<file path="src/rtl/mem_bus_arbiter_pkg.sv">
// rtl/mem_bus_arbiter_pkg.sv - shared types and constants for the two-master memory bus arbiter
package mem_bus_arbiter_pkg;

  localparam int ADDR_W_DEF = 32;
  localparam int DATA_W_DEF = 32;

  typedef enum logic [1:0] {
    ST_IDLE   = 2'b00,
    ST_IFU_RD = 2'b01,
    ST_LSU_RD = 2'b10,
    ST_LSU_WR = 2'b11
  } arb_state_e;

  localparam logic [1:0] AXI_RESP_OKAY  = 2'b00;
  localparam logic [1:0] AXI_BURST_INCR = 2'b01;

  // Encoding of the last_grant bit used by the round-robin build.
  localparam logic GRANT_IFU = 1'b0;
  localparam logic GRANT_LSU = 1'b1;

endpackage

</file>
<file path="src/rtl/mem_bus_arb_grant.sv">
// rtl/mem_bus_arb_grant.sv - combinational grant selector; MEM_BUS_ARB_RR_EN selects round-robin
// over the default fixed LSU-over-IFU priority.
module mem_bus_arb_grant
  import mem_bus_arbiter_pkg::*;
(
  input  logic       i_ifu_req,
  input  logic       i_lsu_rd_req,
  input  logic       i_lsu_wr_req,
`ifdef MEM_BUS_ARB_RR_EN
  input  logic       i_last_grant,
`endif
  output arb_state_e o_next_state
);

  logic       w_lsu_req;
  logic       w_lsu_wins;
  arb_state_e w_lsu_state;

  assign w_lsu_req   = i_lsu_rd_req | i_lsu_wr_req;
  // An LSU read always goes ahead of a concurrent LSU write.
  assign w_lsu_state = i_lsu_rd_req ? ST_LSU_RD : ST_LSU_WR;

`ifdef MEM_BUS_ARB_RR_EN
  assign w_lsu_wins = w_lsu_req & (~i_ifu_req | (i_last_grant == GRANT_IFU));
`else
  assign w_lsu_wins = w_lsu_req;
`endif

  always_comb begin
    o_next_state = ST_IDLE;
    if (w_lsu_wins) begin
      o_next_state = w_lsu_state;
    end else if (i_ifu_req) begin
      o_next_state = ST_IFU_RD;
    end
  end

endmodule

</file>
<file path="src/rtl/mem_bus_arbiter.sv">
// rtl/mem_bus_arbiter.sv - whole-transaction arbiter sharing one AXI slave port between IFU and LSU;
// MEM_BUS_ARB_RR_EN enables round-robin grant.
module mem_bus_arbiter
  import mem_bus_arbiter_pkg::*;
#(
  parameter int ADDR_W = ADDR_W_DEF,
  parameter int DATA_W = DATA_W_DEF
) (
  input  logic                i_clk,
  input  logic                i_rst,

  input  logic [ADDR_W-1:0]   i_ifu_araddr,
  input  logic [7:0]          i_ifu_arlen,
  input  logic [1:0]          i_ifu_arburst,
  input  logic                i_ifu_arvalid,
  output logic                o_ifu_arready,
  output logic [DATA_W-1:0]   o_ifu_rdata,
  output logic [1:0]          o_ifu_rresp,
  output logic                o_ifu_rlast,
  output logic                o_ifu_rvalid,
  input  logic                i_ifu_rready,

  input  logic [ADDR_W-1:0]   i_lsu_araddr,
  input  logic [7:0]          i_lsu_arlen,
  input  logic [1:0]          i_lsu_arburst,
  input  logic                i_lsu_arvalid,
  output logic                o_lsu_arready,
  output logic [DATA_W-1:0]   o_lsu_rdata,
  output logic [1:0]          o_lsu_rresp,
  output logic                o_lsu_rlast,
  output logic                o_lsu_rvalid,
  input  logic                i_lsu_rready,
  input  logic [ADDR_W-1:0]   i_lsu_awaddr,
  input  logic [7:0]          i_lsu_awlen,
  input  logic                i_lsu_awvalid,
  output logic                o_lsu_awready,
  input  logic [DATA_W-1:0]   i_lsu_wdata,
  input  logic [DATA_W/8-1:0] i_lsu_wstrb,
  input  logic                i_lsu_wlast,
  input  logic                i_lsu_wvalid,
  output logic                o_lsu_wready,
  output logic [1:0]          o_lsu_bresp,
  output logic                o_lsu_bvalid,
  input  logic                i_lsu_bready,

  output logic [ADDR_W-1:0]   o_out_araddr,
  output logic [7:0]          o_out_arlen,
  output logic [1:0]          o_out_arburst,
  output logic                o_out_arvalid,
  input  logic                i_out_arready,
  input  logic [DATA_W-1:0]   i_out_rdata,
  input  logic [1:0]          i_out_rresp,
  input  logic                i_out_rlast,
  input  logic                i_out_rvalid,
  output logic                o_out_rready,
  output logic [ADDR_W-1:0]   o_out_awaddr,
  output logic [7:0]          o_out_awlen,
  output logic                o_out_awvalid,
  input  logic                i_out_awready,
  output logic [DATA_W-1:0]   o_out_wdata,
  output logic [DATA_W/8-1:0] o_out_wstrb,
  output logic                o_out_wlast,
  output logic                o_out_wvalid,
  input  logic                i_out_wready,
  input  logic [1:0]          i_out_bresp,
  input  logic                i_out_bvalid,
  output logic                o_out_bready
);

  arb_state_e r_state;
  arb_state_e w_next_state;
  logic       r_ar_done;
  logic       r_aw_done;
  logic       w_ar_hs;
  logic       w_aw_hs;
  logic       w_r_end;
  logic       w_b_end;

`ifdef MEM_BUS_ARB_RR_EN
  logic       r_last_grant;
`endif

  mem_bus_arb_grant u_grant (
    .i_ifu_req    (i_ifu_arvalid),
    .i_lsu_rd_req (i_lsu_arvalid),
    .i_lsu_wr_req (i_lsu_awvalid),
`ifdef MEM_BUS_ARB_RR_EN
    .i_last_grant (r_last_grant),
`endif
    .o_next_state (w_next_state)
  );

  assign w_ar_hs = o_out_arvalid & i_out_arready;
  assign w_aw_hs = o_out_awvalid & i_out_awready;
  // o_out_rready / o_out_bready are only nonzero in the matching granted state.
  assign w_r_end = i_out_rvalid & o_out_rready & i_out_rlast;
  assign w_b_end = i_out_bvalid & o_out_bready;

  always_ff @(posedge i_clk) begin
    if (i_rst) begin
      r_state   <= ST_IDLE;
      r_ar_done <= 1'b0;
      r_aw_done <= 1'b0;
`ifdef MEM_BUS_ARB_RR_EN
      r_last_grant <= GRANT_IFU;
`endif
    end else begin
      case (r_state)
        ST_IDLE: begin
          r_state   <= w_next_state;
          r_ar_done <= 1'b0;
          r_aw_done <= 1'b0;
`ifdef MEM_BUS_ARB_RR_EN
          if (w_next_state != ST_IDLE) begin
            r_last_grant <= (w_next_state == ST_IFU_RD) ? GRANT_IFU : GRANT_LSU;
          end
`endif
        end
        ST_IFU_RD, ST_LSU_RD: begin
          if (w_ar_hs) begin
            r_ar_done <= 1'b1;
          end
          if (w_r_end) begin
            r_state <= ST_IDLE;
          end
        end
        ST_LSU_WR: begin
          if (w_aw_hs) begin
            r_aw_done <= 1'b1;
          end
          if (w_b_end) begin
            r_state <= ST_IDLE;
          end
        end
        default: r_state <= ST_IDLE;
      endcase
    end
  end

  // Granted master is wired straight through; everything else, and all of IDLE, reads as zero.
  always_comb begin
    o_ifu_arready = 1'b0;
    o_ifu_rdata   = '0;
    o_ifu_rresp   = '0;
    o_ifu_rlast   = 1'b0;
    o_ifu_rvalid  = 1'b0;
    o_lsu_arready = 1'b0;
    o_lsu_rdata   = '0;
    o_lsu_rresp   = '0;
    o_lsu_rlast   = 1'b0;
    o_lsu_rvalid  = 1'b0;
    o_lsu_awready = 1'b0;
    o_lsu_wready  = 1'b0;
    o_lsu_bresp   = '0;
    o_lsu_bvalid  = 1'b0;
    o_out_araddr  = '0;
    o_out_arlen   = '0;
    o_out_arburst = '0;
    o_out_arvalid = 1'b0;
    o_out_rready  = 1'b0;
    o_out_awaddr  = '0;
    o_out_awlen   = '0;
    o_out_awvalid = 1'b0;
    o_out_wdata   = '0;
    o_out_wstrb   = '0;
    o_out_wlast   = 1'b0;
    o_out_wvalid  = 1'b0;
    o_out_bready  = 1'b0;
    case (r_state)
      ST_IFU_RD: begin
        o_out_araddr  = i_ifu_araddr;
        o_out_arlen   = i_ifu_arlen;
        o_out_arburst = i_ifu_arburst;
        o_out_arvalid = i_ifu_arvalid & ~r_ar_done;
        o_ifu_arready = i_out_arready & ~r_ar_done;
        o_ifu_rdata   = i_out_rdata;
        o_ifu_rresp   = i_out_rresp;
        o_ifu_rlast   = i_out_rlast;
        o_ifu_rvalid  = i_out_rvalid;
        o_out_rready  = i_ifu_rready;
      end
      ST_LSU_RD: begin
        o_out_araddr  = i_lsu_araddr;
        o_out_arlen   = i_lsu_arlen;
        o_out_arburst = i_lsu_arburst;
        o_out_arvalid = i_lsu_arvalid & ~r_ar_done;
        o_lsu_arready = i_out_arready & ~r_ar_done;
        o_lsu_rdata   = i_out_rdata;
        o_lsu_rresp   = i_out_rresp;
        o_lsu_rlast   = i_out_rlast;
        o_lsu_rvalid  = i_out_rvalid;
        o_out_rready  = i_lsu_rready;
      end
      ST_LSU_WR: begin
        o_out_awaddr  = i_lsu_awaddr;
        o_out_awlen   = i_lsu_awlen;
        o_out_awvalid = i_lsu_awvalid & ~r_aw_done;
        o_lsu_awready = i_out_awready & ~r_aw_done;
        o_out_wdata   = i_lsu_wdata;
        o_out_wstrb   = i_lsu_wstrb;
        o_out_wlast   = i_lsu_wlast;
        o_out_wvalid  = i_lsu_wvalid;
        o_lsu_wready  = i_out_wready;
        o_lsu_bresp   = i_out_bresp;
        o_lsu_bvalid  = i_out_bvalid;
        o_out_bready  = i_lsu_bready;
      end
      default: ;
    endcase
  end

endmodule

</file>
<file path="config.mk">
export PLATFORM = sky130hd
export DESIGN_NAME = mem_bus_arbiter
export DESIGN_NICKNAME = d
export VERILOG_FILES = /design/src/rtl/mem_bus_arbiter_pkg.sv /design/src/rtl/mem_bus_arb_grant.sv /design/src/rtl/mem_bus_arbiter.sv
export SDC_FILE = /design/constraint.sdc
export NUM_CORES = 1
export LEC_CHECK = 0
export ABC_AREA = 1
export CORE_AREA = 2 2 163 165
export DETAILED_ROUTE_END_ITERATION = 12
export DIE_AREA = 0 0 165 167
export GPL_TIMING_DRIVEN = 0
export PLACE_DENSITY = 0.4
export SETUP_SLACK_MARGIN = 0.02
export SYNTH_ARGS = -nofsm -noshare
export SYNTH_HDL_FRONTEND = slang
export SYNTH_SLANG_ARGS = --single-unit
export TNS_END_PERCENT = 30
</file>
<file path="constraint.sdc">
create_clock -name i_clk -period 1.8 [get_ports i_clk]
set_input_delay 0.36 -clock i_clk [delete_from_list [all_inputs] [get_ports i_clk]]
set_output_delay 0.36 -clock i_clk [all_outputs]
set_load 0.01 [all_outputs]
</file>
* Word level (Yosys, flattened, before mapping)
Index checks and enable logic that the tools add are counted.
** Storage, ports and cells
- Register bits after elaboration :: 4
- Bits in latches :: 0
- Memory bits (writable) :: 0
- ROM bits :: 0
- Output and inout port bits :: 203
- Memories kept :: 0
** Cells by class
- Add/subtract/negate cells :: 0
- $mul :: 0
- Div/mod/pow operators :: 0
- $lt $le $gt $ge :: 0
- Equality and inequality tests :: 7
- Shifts and indexed selects :: 0
- Muxes and demuxes :: 37
- Bitwise operators :: 13
- Reduce and logical (&&, ||, !) cells :: 7
** Operators with widths (count)
- 32-bit 2-to-1 mux :: 4
- 32-bit one-hot mux with 2 select lines :: 1
- 1-bit 2-to-1 mux :: 17
- 8-bit one-hot mux with 2 select lines :: 1
- 2-bit 2-to-1 mux :: 6
- 1-bit AND :: 10
- 8-bit 2-to-1 mux :: 1
- 2-bit inequality test (second input constant) :: 4
- 1-bit one-hot mux with 2 select lines :: 4
- 2-bit one-hot mux with 3 select lines :: 1
- 2-bit AND reduction :: 3
- 2-bit equality test (second input constant) :: 2
- 4-bit 2-to-1 mux :: 1
- 2-bit one-hot mux with 2 select lines :: 1
- 2-bit nonzero test :: 2
- 2-bit by 1-bit equality test with 1-bit output (second input constant) :: 1
- 2-bit logical NOT :: 1
- 1-bit inverter :: 2
- 2-bit OR reduction :: 1
- 1-bit bitwise OR :: 1

* Longest topological paths before layout
Gate-level depths: netlist of the first run.
- Depth after elaboration :: 6
- Gate-level depth with buffers :: 11

* Cells and area by module
Synthesis of the first run repeated with hierarchy kept, for this count alone.
** Unflattened totals
- Cells, all modules :: 529
- Area, all modules :: 2227.1 µm²
** Modules (own cells, without submodules)
- mem_bus_arbiter :: times used 1, cells an instance 525, area each 2205.9 µm², sequential area each 80.1 µm²
- mem_bus_arb_grant :: times used 1, cells an instance 4, area each 21.3 µm², sequential area each 0.0 µm²

* Worst setup path before layout of the first run
OpenSTA, ideal clock, no wires.
- Path type :: reg-to-output
- From :: reg r_state[0]
- To :: out o_out_araddr[0]
- Arrival time :: 1267 ps
- Required time :: 1440 ps
- Setup slack :: 173 ps
- Cell stages (with the launch flop) :: 6
- Cells stage by stage :: dfxtp_1 > inv_1 > ha_1 > inv_2 > clkbuf_1 > a21oi_1
** Between the ends
- Cells in the longest elaborated chain, start to end :: 2
- Elaborated cells between the ends (all ways) :: 3
- Classes of those cells :: 2 x eq/ne; 1 x mux
** Ends and longest elaborated chain
- start, declared :: RTL line mem_bus_arbiter.sv:70 : arb_state_e r_state;
- start signal, assigned :: RTL line mem_bus_arbiter.sv:110 : r_state <= w_next_state;
- 2-bit equality test or 2-bit by 1-bit equality test with 1-bit output (tied branches) :: RTL line mem_bus_arbiter.sv:169 : case (r_state)
- 32-bit one-hot mux with 2 select lines (*) :: RTL line mem_bus_arbiter.sv:169
- end, declared :: RTL line mem_bus_arbiter.sv:46 : output logic [ADDR_W-1:0] o_out_araddr,
Every way passes the cells marked *; elsewhere a longest branch is shown, timed or not.

* Worst setup path in the final report of the first run
- From :: reg r_state[0]
- To :: out o_lsu_rdata[31]
** Between the ends
- Cells in the longest elaborated chain, start to end :: 2
** Ends and longest elaborated chain
- 2-bit equality test :: RTL line mem_bus_arbiter.sv:169
- 32-bit 2-to-1 mux :: RTL line mem_bus_arbiter.sv:169
- end, declared :: RTL line mem_bus_arbiter.sv:28 : output logic [DATA_W-1:0] o_lsu_rdata,
No other way between the ends.

==> results of run 1 <==
## metrics by stage
stage,setup slack (ns),hold WS (ns)
after floorplan,0.1733,0.4291
after global placement,-0.8982,0.4697
after detailed placement,-0.8774,0.4749
after CTS,-0.1840,0.4816
after global routing,-0.1829,0.5243
final,-0.1196,0.4812
## synthesized netlist by cell type
| cell | n | share of area |
|---|---|---|
| buf_4 | 3 | 0.010 |
| inv_2 | 2 | 0.0034 |
| buf_2 | 21 | 0.048 |
| dfxtp_1 | 4 | 0.036 |
| nand2_2 | 1 | 0.0028 |
| and3_1 | 1 | 0.0028 |
| buf_6 | 1 | 0.0051 |
| inv_1 | 165 | 0.28 |
| nor2_1 | 8 | 0.014 |
| nand3_1 | 1 | 0.0023 |
| nor2_2 | 1 | 0.0028 |
| nand2_1 | 258 | 0.44 |
| o21ai_0 | 3 | 0.0068 |
| a21oi_1 | 46 | 0.10 |
| ha_1 | 5 | 0.028 |
| clkbuf_1 | 6 | 0.010 |
| nor3_1 | 1 | 0.0023 |
## cells by family after synthesis
kind of cell,synth area share
AOI/OAI and AO/OA,0.1113
adders and majority gates,0.02839
buffers and inverters,0.3577
DFF,0.03634
and+or+nand+nor,0.4662
## flip-flops by register name (all words and copies together), names as in the netlist
| name | cells |
|---|---|
| r_aw_done | 1 |
| r_state | 2 |
| r_ar_done | 1 |
## where the power goes
part	total [mW]	internal (mW)	switching [mW]
registers	0.199	0.133	0.0661
logic	6.90	3.40	3.49
clock network	0.344	0.284	0.0608
total	7.44	3.82	3.62
## per-layer routing
metal	GRT usage	vias up	share of wire
li1	-	2337	-
met1	0.1315	1948	0.37
met2	0.2337	200	0.53
met3	0.02715	14	0.079
met4	0.02495	0	0.015
met5	0	-	0
## repair_timing
action                                  CTS  global route
resized for setup                       592           445
cloned                                    2             5
buffers inserted                         14             9
hold buffers                              0             0
endpoints found under the setup margin  203           189
pin swaps                                 3            30
## how the worst max path moves through the flow
stage	start	to
floorplan	r_state[0]	o_out_araddr[0]
CTS	r_state[0]	o_lsu_rdata[14]
detailed placement	r_state[0]	o_out_araddr[23]
global placement	r_state[0]	o_out_araddr[23]
finish	r_state[0]	o_lsu_rdata[31]
global route	r_state[0]	o_out_araddr[22]
## placed cells by master (no fill, tap or decap)
master | netlist | final
a21oi_1 | 46 | 20
a21oi_2 | 0 | 26
and3_1 | 1 | 1
buf_12 | 0 | 12
buf_2 | 21 | 65
buf_4 | 3 | 9
buf_6 | 1 | 66
buf_8 | 0 | 12
clkbuf_16 | 0 | 9
clkbuf_2 | 0 | 82
clkbuf_8 | 0 | 3
clkdlybuf4s15_1 | 0 | 1
clkdlybuf4s15_2 | 0 | 1
clkdlybuf4s50_1 | 0 | 211
dfxtp_1 | 4 | 2
dfxtp_4 | 0 | 2
diode_2 | 0 | 1
dlygate4sd2_1 | 0 | 4
dlymetal6s2s_1 | 0 | 1
ha_1 | 5 | 1
ha_4 | 0 | 4
inv_1 | 165 | 126
inv_2 | 2 | 37
inv_4 | 0 | 1
inv_6 | 0 | 3
nand2_1 | 258 | 194
nand2_2 | 1 | 47
nand2_4 | 0 | 18
nand3_1 | 1 | 1
nor2_1 | 8 | 8
nor2_2 | 1 | 1
nor3_2 | 0 | 1
o21ai_0 | 3 | 3
## area by class of cell
cell class / count / area share
clock buffer: 3 / 0.01028
multi-input combinational: 325 / 0.2379
sequential: 4 / 0.01199
timing repair buffer: 444 / 0.5328
inverter: 167 / 0.08820
buffer: 29 / 0.06114
tap: 335 / 0.05737
antenna: 1 / 0.0003425
## worst max-delay path: stages, from the launching register on
cell     delay (ns)
dfxtp_4        0.40
inv_6          0.05
ha_4           0.16
buf_8          0.14
buf_12         0.14
buf_12         0.13
buf_6          0.11
nand2_4        0.05
inv_2          0.04
buf_6          0.11
==> run metrics, run 1 <==
Remaining Overflow, GRT 0; CTS tree done; clk slew on worst S/H paths 0.03 ns; layout cells sized above 1 0.4105; Storage cell area 87.58 um2; Worst Hold Class register to register; Num CTS Buffers 3; static leakage 4.426 nW; Design Power 7.440 mW; DPL Wire Length 15040 um; Final Instance Area 7306 um2; Final Hold Fails 0; yosys warns 0; drt first pass iters 4; Synth Register Bits 4; antenna violations before repair 1; first-pass GRT wire length 25390 um; Detail Route Antenna Nets 0; CP startpoint kind register; Hold Startpoint r_aw_done; die width 165 um; # IOs 415; vias in the first global route 4288; synthesized instance count 527; DRC 0; routed via count 4499; mean routed wirelength per cell 13.97 um; Worst Skew 0.001284 ns; synth unique cells 17; Final Wtd Congestion 0.7664; pwr dens 1018 nW/um2; Port Buf Inserts 414; PnR worst setup slack -0.1196 ns; Slew Limit Fails 0; utilization after layout 0.2836; r2r startpoint r_state[1]; status finished with violations; Syn Std Cell Area 2203 um2; fin crit share 1.066; dpl cells 1276; Worst VDD drop 455.0 uV; die height 167 um; Max Cap Viol 0; syn_nets 744; total negative setup slack -4.029 ns; Max-slew headroom 0.8673; fillers 2903; placed cell area 6766 um2; Fmax 521.0 MHz; H-Tree Depth 1; Final Setup Violations 80; type of destination of the critical path output port; WS Path Type register to output port; Worst R2R Path Depth 12; post-synthesis sequential area ratio 0.03634; die area 27560 um2; RSZ-0062 raised after global routing true; drt first-iter violations 107; root buffer cell clkbuf_16; WHS Endpoint r_aw_done; number of sinks on the clock net 4; worst hold stages 2; final period demand of the worst path 1.920 ns; CTS Buffer Depth 2; Worst EP required 1.44 ns; worst-margin pin slew 0.1984 ns; Worst-Skew Late Latency 0.22 ns; layout net count 1191; flop2flop setup slack 0.30 ns; Overall Global Routing Usage 0.1207; Cell Rows 59; largest net degree at the start of global routing 11; routed wire length 18280 um; core area 25760 um2; Area growth syn-to-layout 231.6%; Worst EP arrival 1.56 ns; failing checks setup timing; final std cells w/o fill 1308; syn avg cell area 4.181 um2; Initial Utilization 0.08552; Crit Path Max Fanout 7; worst r2r dst r_state[1]; multi-input logic area 1738 um2; vias per inst 3.440
Note: power is estimated with default switching activity, not from simulation.
==> run 2, diff against run 1 <==
--- a/config.mk
+++ b/config.mk
@@ -7,6 +7,7 @@
 export LEC_CHECK = 0
 export ABC_AREA = 1
 export CORE_AREA = 2 2 163 165
+export CTS_CLUSTER_SIZE = 12
 export DETAILED_ROUTE_END_ITERATION = 12
 export DIE_AREA = 0 0 165 167
 export GPL_TIMING_DRIVEN = 0
==> results of run 2 <==
No change in the layout: final DEF, timing and power equal those of run 1.
